$ cat src/rtl/axi_stream_insert_header_if.sv
// Bus bundle for the header inserter: data-in, header side channel and output stream.
// slave is the inserter's view, master is the view of whatever drives and sinks it.
interface axi_stream_insert_header_if #(
    parameter int unsigned DATA_WD      = 32,
    parameter int unsigned DATA_BYTE_WD = 4,
    parameter int unsigned BYTE_CNT_WD  = 3
);
    logic                    valid_in;
    logic [DATA_WD-1:0]      data_in;
    logic [DATA_BYTE_WD-1:0] keep_in;
    logic                    last_in;
    logic                    ready_in;

    logic                    valid_insert;
    logic [DATA_WD-1:0]      data_insert;
    logic [DATA_BYTE_WD-1:0] keep_insert;
    logic [BYTE_CNT_WD-1:0]  byte_insert_cnt;
    logic                    ready_insert;

    logic                    valid_out;
    logic [DATA_WD-1:0]      data_out;
    logic [DATA_BYTE_WD-1:0] keep_out;
    logic                    last_out;
    logic                    ready_out;

    modport slave (
        input  valid_in, data_in, keep_in, last_in,
        input  valid_insert, data_insert, keep_insert, byte_insert_cnt,
        input  ready_out,
        output ready_in, ready_insert,
        output valid_out, data_out, keep_out, last_out
    );

    modport master (
        output valid_in, data_in, keep_in, last_in,
        output valid_insert, data_insert, keep_insert, byte_insert_cnt,
        output ready_out,
        input  ready_in, ready_insert,
        input  valid_out, data_out, keep_out, last_out
    );
endinterface

$ cat src/rtl/axi_stream_insert_header.sv
// AXI-Stream header inserter: prepends 0..4 header bytes to each packet and
// re-packs the combined stream into full beats with a recomputed final keep.
module axi_stream_insert_header #(
    parameter int unsigned DATA_WD      = 32,
    parameter int unsigned DATA_BYTE_WD = 4,
    parameter int unsigned BYTE_CNT_WD  = 3
) (
    input  logic clk,
    input  logic rst_n,
    axi_stream_insert_header_if.slave bus
);
    localparam int unsigned CW = BYTE_CNT_WD + 1;

    localparam logic [1:0] S_IDLE   = 2'd0;
    localparam logic [1:0] S_STREAM = 2'd1;
    localparam logic [1:0] S_FLUSH  = 2'd2;

    logic [1:0]              state_q, state_d;
    logic [BYTE_CNT_WD-1:0]  cnt_q, cnt_d;
    logic [DATA_WD-1:0]      res_q, res_d;
    logic [DATA_BYTE_WD-1:0] fkeep_q, fkeep_d;
    logic                    valid_q, valid_d;
    logic [DATA_WD-1:0]      data_q, data_d;
    logic [DATA_BYTE_WD-1:0] keep_q, keep_d;
    logic                    last_q, last_d;
    logic                    ready_in_c, ready_insert_c;
    logic                    slot_free_c;
    logic [CW-1:0]           tot_c;

    function automatic logic [CW-1:0] popcnt(input logic [DATA_BYTE_WD-1:0] k);
        logic [CW-1:0] c;
        c = '0;
        for (int i = 0; i < int'(DATA_BYTE_WD); i++) c = c + CW'(k[i]);
        return c;
    endfunction

    function automatic logic [DATA_BYTE_WD-1:0] lmask(input logic [CW-1:0] n);
        logic [DATA_BYTE_WD-1:0] m;
        for (int i = 0; i < int'(DATA_BYTE_WD); i++)
            m[int'(DATA_BYTE_WD) - 1 - i] = (CW'(i) < n);
        return m;
    endfunction

    function automatic logic [DATA_WD-1:0] bmask(input logic [DATA_BYTE_WD-1:0] k);
        logic [DATA_WD-1:0] m;
        for (int b = 0; b < int'(DATA_BYTE_WD); b++) m[8*b +: 8] = {8{k[b]}};
        return m;
    endfunction

    // Low n bytes of hi followed by the top bytes of lo, i.e. {hi,lo} shifted right n bytes.
    function automatic logic [DATA_WD-1:0] pack(input logic [DATA_WD-1:0] hi,
                                                input logic [DATA_WD-1:0] lo,
                                                input logic [BYTE_CNT_WD-1:0] n);
        logic [2*DATA_WD-1:0] cat;
        cat = {hi, lo};
        cat = cat >> (32'(n) * 32'd8);
        return cat[DATA_WD-1:0];
    endfunction

    assign slot_free_c = !valid_q || bus.ready_out;
    assign tot_c       = CW'(cnt_q) + popcnt(bus.keep_in);

    always_comb begin
        state_d        = state_q;
        cnt_d          = cnt_q;
        res_d          = res_q;
        fkeep_d        = fkeep_q;
        valid_d        = valid_q;
        data_d         = data_q;
        keep_d         = keep_q;
        last_d         = last_q;
        ready_in_c     = 1'b0;
        ready_insert_c = 1'b0;

        if (slot_free_c) valid_d = 1'b0;

        case (state_q)
            S_IDLE: begin
                ready_insert_c = slot_free_c;
                if (bus.valid_insert && slot_free_c) begin
                    cnt_d   = (bus.byte_insert_cnt > BYTE_CNT_WD'(DATA_BYTE_WD))
                              ? BYTE_CNT_WD'(DATA_BYTE_WD) : bus.byte_insert_cnt;
                    res_d   = bus.data_insert & bmask(bus.keep_insert);
                    state_d = S_STREAM;
                end
            end
            S_STREAM: begin
                ready_in_c = slot_free_c;
                if (bus.valid_in && slot_free_c) begin
                    valid_d = 1'b1;
                    res_d   = bus.data_in;
                    keep_d  = '1;
                    last_d  = 1'b0;
                    if (bus.last_in && tot_c <= CW'(DATA_BYTE_WD)) begin
                        keep_d  = lmask(tot_c);
                        last_d  = 1'b1;
                        state_d = S_IDLE;
                    end else if (bus.last_in) begin
                        fkeep_d = lmask(tot_c - CW'(DATA_BYTE_WD));
                        state_d = S_FLUSH;
                    end
                    data_d = pack(res_q, bus.data_in, cnt_q) & bmask(keep_d);
                end
            end
            S_FLUSH: begin
                if (slot_free_c) begin
                    valid_d = 1'b1;
                    keep_d  = fkeep_q;
                    last_d  = 1'b1;
                    data_d  = pack(res_q, '0, cnt_q) & bmask(fkeep_q);
                    state_d = S_IDLE;
                end
            end
            default: state_d = S_IDLE;
        endcase

        if (!rst_n) begin
            ready_in_c     = 1'b0;
            ready_insert_c = 1'b0;
        end
    end

    always_ff @(posedge clk) begin
        if (!rst_n) begin
            state_q <= S_IDLE;
            cnt_q   <= '0;
            res_q   <= '0;
            fkeep_q <= '0;
            valid_q <= 1'b0;
            data_q  <= '0;
            keep_q  <= '0;
            last_q  <= 1'b0;
        end else begin
            state_q <= state_d;
            cnt_q   <= cnt_d;
            res_q   <= res_d;
            fkeep_q <= fkeep_d;
            valid_q <= valid_d;
            data_q  <= data_d;
            keep_q  <= keep_d;
            last_q  <= last_d;
        end
    end

    assign bus.ready_in     = ready_in_c;
    assign bus.ready_insert = ready_insert_c;
    assign bus.valid_out    = valid_q;
    assign bus.data_out     = data_q;
    assign bus.keep_out     = keep_q;
    assign bus.last_out     = last_q;
endmodule

$ cat src/flat_wrapper.sv
// flat-port wrapper written by rule: the top's interface ports become plain ports
module axi_stream_insert_header_flat 
#(
    parameter int unsigned DATA_WD      = 32,
    parameter int unsigned DATA_BYTE_WD = 4,
    parameter int unsigned BYTE_CNT_WD  = 3
)
  (clk, rst_n, bus_valid_in, bus_data_in, bus_keep_in, bus_last_in, bus_valid_insert, bus_data_insert, bus_keep_insert, bus_byte_insert_cnt, bus_ready_out, bus_ready_in, bus_ready_insert, bus_valid_out, bus_data_out, bus_keep_out, bus_last_out);
  axi_stream_insert_header_if #(.DATA_WD(DATA_WD), .DATA_BYTE_WD(DATA_BYTE_WD), .BYTE_CNT_WD(BYTE_CNT_WD)) bus_i ();
  input  logic clk;
  input  logic rst_n;
  input wire logic [$bits(bus_i.valid_in)-1:0] bus_valid_in;
  input wire logic [$bits(bus_i.data_in)-1:0] bus_data_in;
  input wire logic [$bits(bus_i.keep_in)-1:0] bus_keep_in;
  input wire logic [$bits(bus_i.last_in)-1:0] bus_last_in;
  input wire logic [$bits(bus_i.valid_insert)-1:0] bus_valid_insert;
  input wire logic [$bits(bus_i.data_insert)-1:0] bus_data_insert;
  input wire logic [$bits(bus_i.keep_insert)-1:0] bus_keep_insert;
  input wire logic [$bits(bus_i.byte_insert_cnt)-1:0] bus_byte_insert_cnt;
  input wire logic [$bits(bus_i.ready_out)-1:0] bus_ready_out;
  output wire logic [$bits(bus_i.ready_in)-1:0] bus_ready_in;
  output wire logic [$bits(bus_i.ready_insert)-1:0] bus_ready_insert;
  output wire logic [$bits(bus_i.valid_out)-1:0] bus_valid_out;
  output wire logic [$bits(bus_i.data_out)-1:0] bus_data_out;
  output wire logic [$bits(bus_i.keep_out)-1:0] bus_keep_out;
  output wire logic [$bits(bus_i.last_out)-1:0] bus_last_out;
  assign bus_i.valid_in = bus_valid_in;
  assign bus_i.data_in = bus_data_in;
  assign bus_i.keep_in = bus_keep_in;
  assign bus_i.last_in = bus_last_in;
  assign bus_i.valid_insert = bus_valid_insert;
  assign bus_i.data_insert = bus_data_insert;
  assign bus_i.keep_insert = bus_keep_insert;
  assign bus_i.byte_insert_cnt = bus_byte_insert_cnt;
  assign bus_i.ready_out = bus_ready_out;
  assign bus_ready_in = bus_i.ready_in;
  assign bus_ready_insert = bus_i.ready_insert;
  assign bus_valid_out = bus_i.valid_out;
  assign bus_data_out = bus_i.data_out;
  assign bus_keep_out = bus_i.keep_out;
  assign bus_last_out = bus_i.last_out;
  axi_stream_insert_header #(.DATA_WD(DATA_WD), .DATA_BYTE_WD(DATA_BYTE_WD), .BYTE_CNT_WD(BYTE_CNT_WD)) u_core (.clk(clk), .rst_n(rst_n), .bus(bus_i));
endmodule
$ cat config.mk
export PLATFORM = sky130hd
export DESIGN_NAME = axi_stream_insert_header_flat
export DESIGN_NICKNAME = d
export VERILOG_FILES = /design/src/rtl/axi_stream_insert_header_if.sv /design/src/rtl/axi_stream_insert_header.sv /design/src/flat_wrapper.sv
export SDC_FILE = /design/constraint.sdc
export NUM_CORES = 1
export LEC_CHECK = 0
export ABC_AREA = 0
export CAP_MARGIN = 40
export CORE_MARGIN = 1.5
export CORE_UTILIZATION = 52
export CTS_CLUSTER_SIZE = 20
export DETAILED_ROUTE_END_ITERATION = 6
export DONT_BUFFER_PORTS = 1
export MAX_ROUTING_LAYER = met4
export PLACE_DENSITY_LB_ADDON = 0.15
export SLEW_MARGIN = 20
export SYNTH_ARGS = -nofsm -noshare
export SYNTH_HDL_FRONTEND = slang
export SYNTH_SLANG_ARGS = --single-unit
$ cat constraint.sdc
create_clock -name clk -period 6.45 [get_ports clk]
set_input_delay 0.645 -clock clk [delete_from_list [all_inputs] [get_ports clk]]
set_output_delay 0.645 -clock clk [all_outputs]
set_load 0.02 [all_outputs]
==> out/results.ini, run 1 <==
[finish]
nets=690
regArea_mm2=0.00158
final_core_util=0.540
final_common_cell=nand2_1
syn2layout_area_growth_pct=1.76
diodes=0
fillCellCount=992
fin_cells=738
final_cell_mix=80 x nand2_1, 77 x dfxtp_1, 52 x mux2i_1
drive_gt1_frac=0.0947
multi_input_area_mm2=0.00347

[timing]
slew_viol_final=0
tns_ns=0
fin_crit_ns=3.40
grt_setup_unrepaired=no
setup_ws_ns=3.05
max_freq_mhz=295
tightest_slew_ns=0.805
timing.final.crit_share=0.526
hold_viol_final=0
clock_skew_ns=0.00866
setup_viol_count_final=0
holdWs_ns=0.415
relSlewSlack=0.464

[logic_synthesis]
async_flop_share=0
syn_area_per_cell_um2=8.49
synth_edf_count=0
synth_compound_area_frac=0.335
ys_types=56
yosysWarnings=0
syn_inst=637
ys_seq_area_frac=0.293
synthSimpleGateAreaFrac=0.125
ys_ff_latch=79
synth_xor_xnor_area_share=0.00301
synth_top_family_by_area=compound AO/OA/AOI/OAI gates
synthFlopType=dfxtp_1
syn-cell-area_mm2=0.00541
synth_fa_ha_area_frac=0.0259
syn_nets=728
muxShareOfSynthArea=0.153

[global_route]
gr-total-overflow=0
grt_pass1_wl_um=26300
antenna_found_initial=0
grt_usage=0.319
grt_pass1_vias=4648
grt_max_degree=72

[place]
dp_cells=724
post-dp-hpwl_um=12800
gp_congestion=0.942
dp_slack_ns=2.89
io_buffers=0

[power]
p_int_uw=928
leakage_nw=2.25
peakVddDrop_v=0.000163
seq_power_share=0.472
p_sw_frac=0.412
pwr_density_cell_mw_per_mm2=287
clkPwrFrac=0.198
p_switching_uw=650
combPwrFrac=0.330

[drt]
viasPerCell=6.80
wl_um=17200
drc_errors=0
drtPass1Iterations=5
num_vias=5019
wire_per_inst_um=23.3
drt_iter0_drc=507
ant_nets=0

[clocking]
post_cts_resized=0
htree_num_levels=3
clk_latency_ns=0.36
clkTransAtPathRegs_ns=0.08
cts_inserted_buffers=9
cts_max_path_buffers=2
post_cts_buffers=0
cts-root-buf=clkbuf_8
postCtsHoldBufs=0
clkSinkCount=79
cts_tree=built

[critical_path]
path_cells=inv_1 > fa_1 > inv_1 > ha_1 > fa_1 > xor2_2 > a211oi_4 > a21oi_4 > o2bb2ai_1 > a32o_1
end_kind=flop
cpPeakStageDelay_ns=0.64
crit_required_ns=6.70
worst-r2r-setup-slack_ns=3.05
crit_buf_inv=2
cpMaxStageDelayCell=fa_1
worstPathMaxFanout=21
crit_family=adder cells
crit_arrival_ns=3.65
crit_type=flop to flop
critPathLaunchType=flop

[floorplanning]
io_pins=121
initial_core_util=0.531
die_w_um=105
coreArea_mm2=0.0102
die_area_mm2=0.0110
rows=37
die_h_um=105

[hold_path]
min_path_type=input port to flop

[outcome]
outcome=complete, no violations

[flow_run]
maxCapViolCount=0

[path summary, 6_finish.rpt]
check / startpoint / to / cells after the start
setup reg to reg: u_core.cnt_q[0] / u_core.bus.data_out[28] / 10
hold / removal: rst_n / u_core.fkeep_q[3] / 1
setup / recovery: u_core.cnt_q[0] / u_core.bus.data_out[28] / 10
hold reg to reg: u_core.state_q[1] / u_core.state_q[1] / 2
[power groups by stage]
| stage | Clock, mW | Combinational, mW | Sequential, mW |
|---|---|---|---|
| floorplan | 0 | 0.436 | 0.704 |
| global placement | 0 | 0.500 | 0.748 |
| finish | 0.312 | 0.521 | 0.745 |
| CTS | 0.314 | 0.514 | 0.740 |
| global route | 0.336 | 0.571 | 0.756 |
| detailed placement | 0 | 0.512 | 0.752 |
[cells by family after synthesis]
family	Yosys count
buf+inv	77
xor+xnor	1
simple gates	150
fa+ha+maj	10
compound gates	246
flops	79
mux	74
[flip-flops by register name (all words and copies together), names as in the netlist]
signal,count
u_core.cnt_q,3
u_core.state_q,2
u_core.res_q,32
u_core.bus.keep_out,4
u_core.fkeep_q,4
u_core.bus.data_out,32
u_core.bus.last_out,1
u_core.bus.valid_out,1
[per-layer routing]
metal  track usage  wire (um)  vias to the layer above
li1              -          -                     2312
met1         0.465       7740                     2371
met2         0.432       7130                      308
met3        0.0761       1920                       28
met4        0.0959        391                        0
met5             -          0                        -
[synth_stat cells (2+ instances only)]
cell / count / area (um2)
a32o_1: 7 / 70.1
and2_1: 2 / 12.5
o21ai_0: 38 / 190
nor3b_1: 3 / 22.5
nor2b_1: 13 / 81.3
a221oi_1: 5 / 43.8
nor3_1: 2 / 10.0
buf_1: 7 / 26.3
o221ai_1: 7 / 61.3
nor2_1: 28 / 105
a22oi_1: 42 / 315
buf_2: 24 / 120
mux2_2: 17 / 191
o21ai_1: 2 / 10.0
nand3_1: 8 / 40.0
o211a_1: 38 / 380
a21oi_1: 42 / 210
o32ai_1: 3 / 26.3
o211ai_1: 5 / 37.5
nand2b_1: 4 / 25.0
a32oi_1: 3 / 26.3
clkbuf_1: 15 / 56.3
a31oi_1: 5 / 31.3
buf_6: 2 / 22.5
o22ai_1: 27 / 169
a21oi_4: 2 / 32.5
and3_1: 3 / 18.8
nand2_1: 80 / 300
a211oi_4: 2 / 40.0
o2bb2ai_1: 7 / 61.3
inv_1: 22 / 82.6
o21a_1: 2 / 15.0
fa_1: 2 / 40.0
mux4_2: 5 / 113
ha_1: 8 / 100
dfxtp_1: 79 / 1580
buf_4: 5 / 37.5
o221a_2: 2 / 22.5
mux2i_1: 52 / 521
[area by class of cell]
cell class,count,share of cell area
Multi-Input combinational cell,481,0.631
Clock inverter,2,0.00182
Tap cell,136,0.0309
Clock buffer,12,0.0246
Inverter,22,0.0150
Timing Repair Buffer,6,0.00819
Sequential cell,79,0.288
[stage by stage]
step	area (um2)	power, mW
6_report	5500	1.58
5_1_grt	5500	1.66
4_1_cts	5500	1.57
3_5_place_dp	5360	1.26
3_3_place_gp	5350	1.25
2_1_floorplan	5410	1.14
No activity file was read; power rests on OpenSTA's default activity.
==> run 2, diff against run 1 <==
==> constraint.sdc (replaced) <==
create_clock -name clk -period 2.9 [get_ports clk]
set_input_delay 0.29 -clock clk [delete_from_list [all_inputs] [get_ports clk]]
set_output_delay 0.29 -clock clk [all_outputs]
set_load 0.02 [all_outputs]
==> run 2 against run 1 <==
Against the previous run: total power increased by 130%; global-route usage decreased by 0.14 points; worst hold slack got worse by 0.35 ns; critical path depth unchanged; design area increased by 2.1%; routed wire length decreased by 0.37%; die area unchanged; clock power increased by 130%; first-iteration DRC count decreased by 13%; final cell count increased by 1.6%; via count increased by 0.62%; non-clock buffer count increased by 10; critical path type unchanged; critical endpoint is now u_core.bus.data_out[6]; largest power group unchanged.
==> out/results.ini, run 2 (synthesized netlist as in run 1, its figures left out) <==
[outcome]
outcome=complete, no violations

[timing]
fin_crit_ns=2.77  ; -0.626 ns
timing.final.crit_share=0.955  ; +0.429
relSlewSlack=0.463  ; about the same
max_freq_mhz=361  ; +23%
clock_skew_ns=0.00806  ; -0.000603 ns
hold_viol_final=0  ; unchanged
tightest_slew_ns=0.805  ; +0.000271 ns
tns_ns=0  ; unchanged
setup_ws_ns=0.130  ; -2.92 ns
slew_viol_final=0  ; unchanged
grt_setup_unrepaired=no
setup_viol_count_final=0  ; unchanged

[finish]
fillCellCount=987  ; -0.50%
drive_gt1_frac=0.112  ; +0.0177
final_cell_mix=80 x nand2_1, 76 x dfxtp_1, 52 x mux2i_1
nets=700  ; +1.4%
final_common_cell=nand2_1
multi_input_area_mm2=0.00349  ; +0.58%
diodes=0  ; unchanged
syn2layout_area_growth_pct=3.94
regArea_mm2=0.00159  ; about the same

[clocking]
clk_latency_ns=0.36  ; about the same
clkTransAtPathRegs_ns=0.08  ; about the same
cts_tree=built
cts_inserted_buffers=9  ; unchanged
cts-root-buf=clkbuf_8
cts_max_path_buffers=2  ; unchanged
clkSinkCount=79  ; unchanged
htree_num_levels=3  ; unchanged

[floorplanning]
rows=37  ; unchanged
die_w_um=105  ; unchanged
die_area_mm2=0.0110  ; unchanged
initial_core_util=0.531  ; unchanged
coreArea_mm2=0.0102  ; unchanged
io_pins=121  ; unchanged
die_h_um=105  ; unchanged

[drt]
route.met3.wl_um=1890  ; -1.8%
wl_met1_um=7870  ; +1.7%
wl_met2_um=7120  ; -0.21%
wire_per_inst_um=22.8  ; -2.0%
num_vias=5050  ; +0.62%
drt_iter0_drc=441  ; -13%
ant_nets=0  ; unchanged
wl_um=17100  ; -0.37%
drc_errors=0  ; unchanged
viasPerCell=6.73  ; -0.99%
topRoutingLayerUsed=met4
drtPass1Iterations=6  ; +1

[critical_path]
cpPeakStageDelay_ns=0.50  ; -0.14 ns
path_cells=inv_4 > fa_1 > inv_1 > ha_2 > fa_2 > or4b_1 > o311a_4 > o21ai_4 > o221ai_1 > o211a_1
crit_arrival_ns=3.02  ; -0.63 ns
cpMaxStageDelayCell=or4b_1
end_kind=flop
critPathLaunchType=flop
crit_buf_inv=2  ; unchanged
crit_type=flop to flop
crit_required_ns=3.15  ; -3.55 ns
crit_family=adder cells
worstPathMaxFanout=4  ; -81%

[power]
pwr_density_cell_mw_per_mm2=638  ; +120%
leakage_nw=2.31  ; +2.3%
peakVddDrop_v=0.000347  ; +110%

[global_route]
grt_max_degree=72  ; unchanged
grt_usage=0.318  ; -0.00138
grt_pass1_vias=4553  ; -2.0%
grt_pass1_wl_um=26100  ; -0.76%
gr-total-overflow=0  ; unchanged
antenna_found_initial=0  ; unchanged

[place]
dp_slack_ns=-0.167  ; -3.06 ns
gp_congestion=0.943  ; +0.11%
io_buffers=0  ; unchanged
post-dp-hpwl_um=12800  ; about the same

[hold_path]
min_path_type=input port to flop

[flow_run]
maxCapViolCount=0  ; unchanged

run 2: cell types whose count changed in the layout (fill, tap and decap cells not counted), sizes merged:
| cell | before | now |
|---|---|---|
| clkbuf | 12 | 15 |
| clkinv | 2 | 1 |
| buf | 6 | 16 |
run 2: area by class of cell:
| cell class | count | area share |
|---|---|---|
| clock buffers | 15 | 0.0261 |
| clock inverters | 1 | 0.000891 |
| inverters | 22 | 0.0151 |
| multi-input cells | 481 | 0.622 |
| flip-flops and latches | 79 | 0.282 |
| well taps | 136 | 0.0303 |
| repair buffers | 16 | 0.0236 |
run 2: worst paths after layout:
kind | start | endpoint | slack [ns] | cells after the start
worst max-delay path | u_core.cnt_q[0] | u_core.bus.data_out[6] | 0.13 | 10
worst min-delay path | rst_n | u_core.bus.data_out[16] | 0.07 | 2
worst max register to register | u_core.cnt_q[0] | u_core.bus.data_out[6] | 0.13 | 10
worst min register to register | u_core.state_q[1] | u_core.state_q[1] | 0.48 | 2
run 2: timing repair:
item | 4_1_cts | 5_1_grt
resized for setup | 0 | 0
endpoints found under the setup margin | 0 | 6
setup buffers | 0 | 2
hold buffers | 0 | 0
run 2: worst reg2reg max path, delay by kind of cell, from the launching register on:
family / cells / cell delay [ns]
fa+ha+maj: 3 / 1.05
compound gates: 4 / 0.67
buf+inv: 2 / 0.09
simple gates: 1 / 0.50
flops: 1 / 0.35
run 2: through the flow:
step | std cells | total power, mW | utilization | hold slack (ns) | cell area (um2)
2_1_floorplan | 637 | 2.55 | - | 0.451 | 5450
4_1_cts | 748 | 3.55 | 0.550 | 0.0492 | 5600
6_report | 750 | 3.58 | 0.552 | 0.0660 | 5620
3_5_place_dp | 732 | 2.86 | 0.535 | 0.419 | 5450
3_3_place_gp | 732 | 2.83 | 0.535 | 0.416 | 5450
5_1_grt | 750 | 3.77 | 0.552 | 0.0608 | 5620
run 2: routing by layer:
metal / track usage / up-vias
li1: - / 2342
met5: - / -
met4: 0.0724 / 0
met1: 0.466 / 2402
met2: 0.439 / 285
met3: 0.0755 / 21
run 2: where the power goes:
part / internal, mW / total (mW) / switching (mW)
registers: 1.29 / 1.65 / 0.369
clock network: 0.313 / 0.708 / 0.395
logic: 0.518 / 1.22 / 0.701
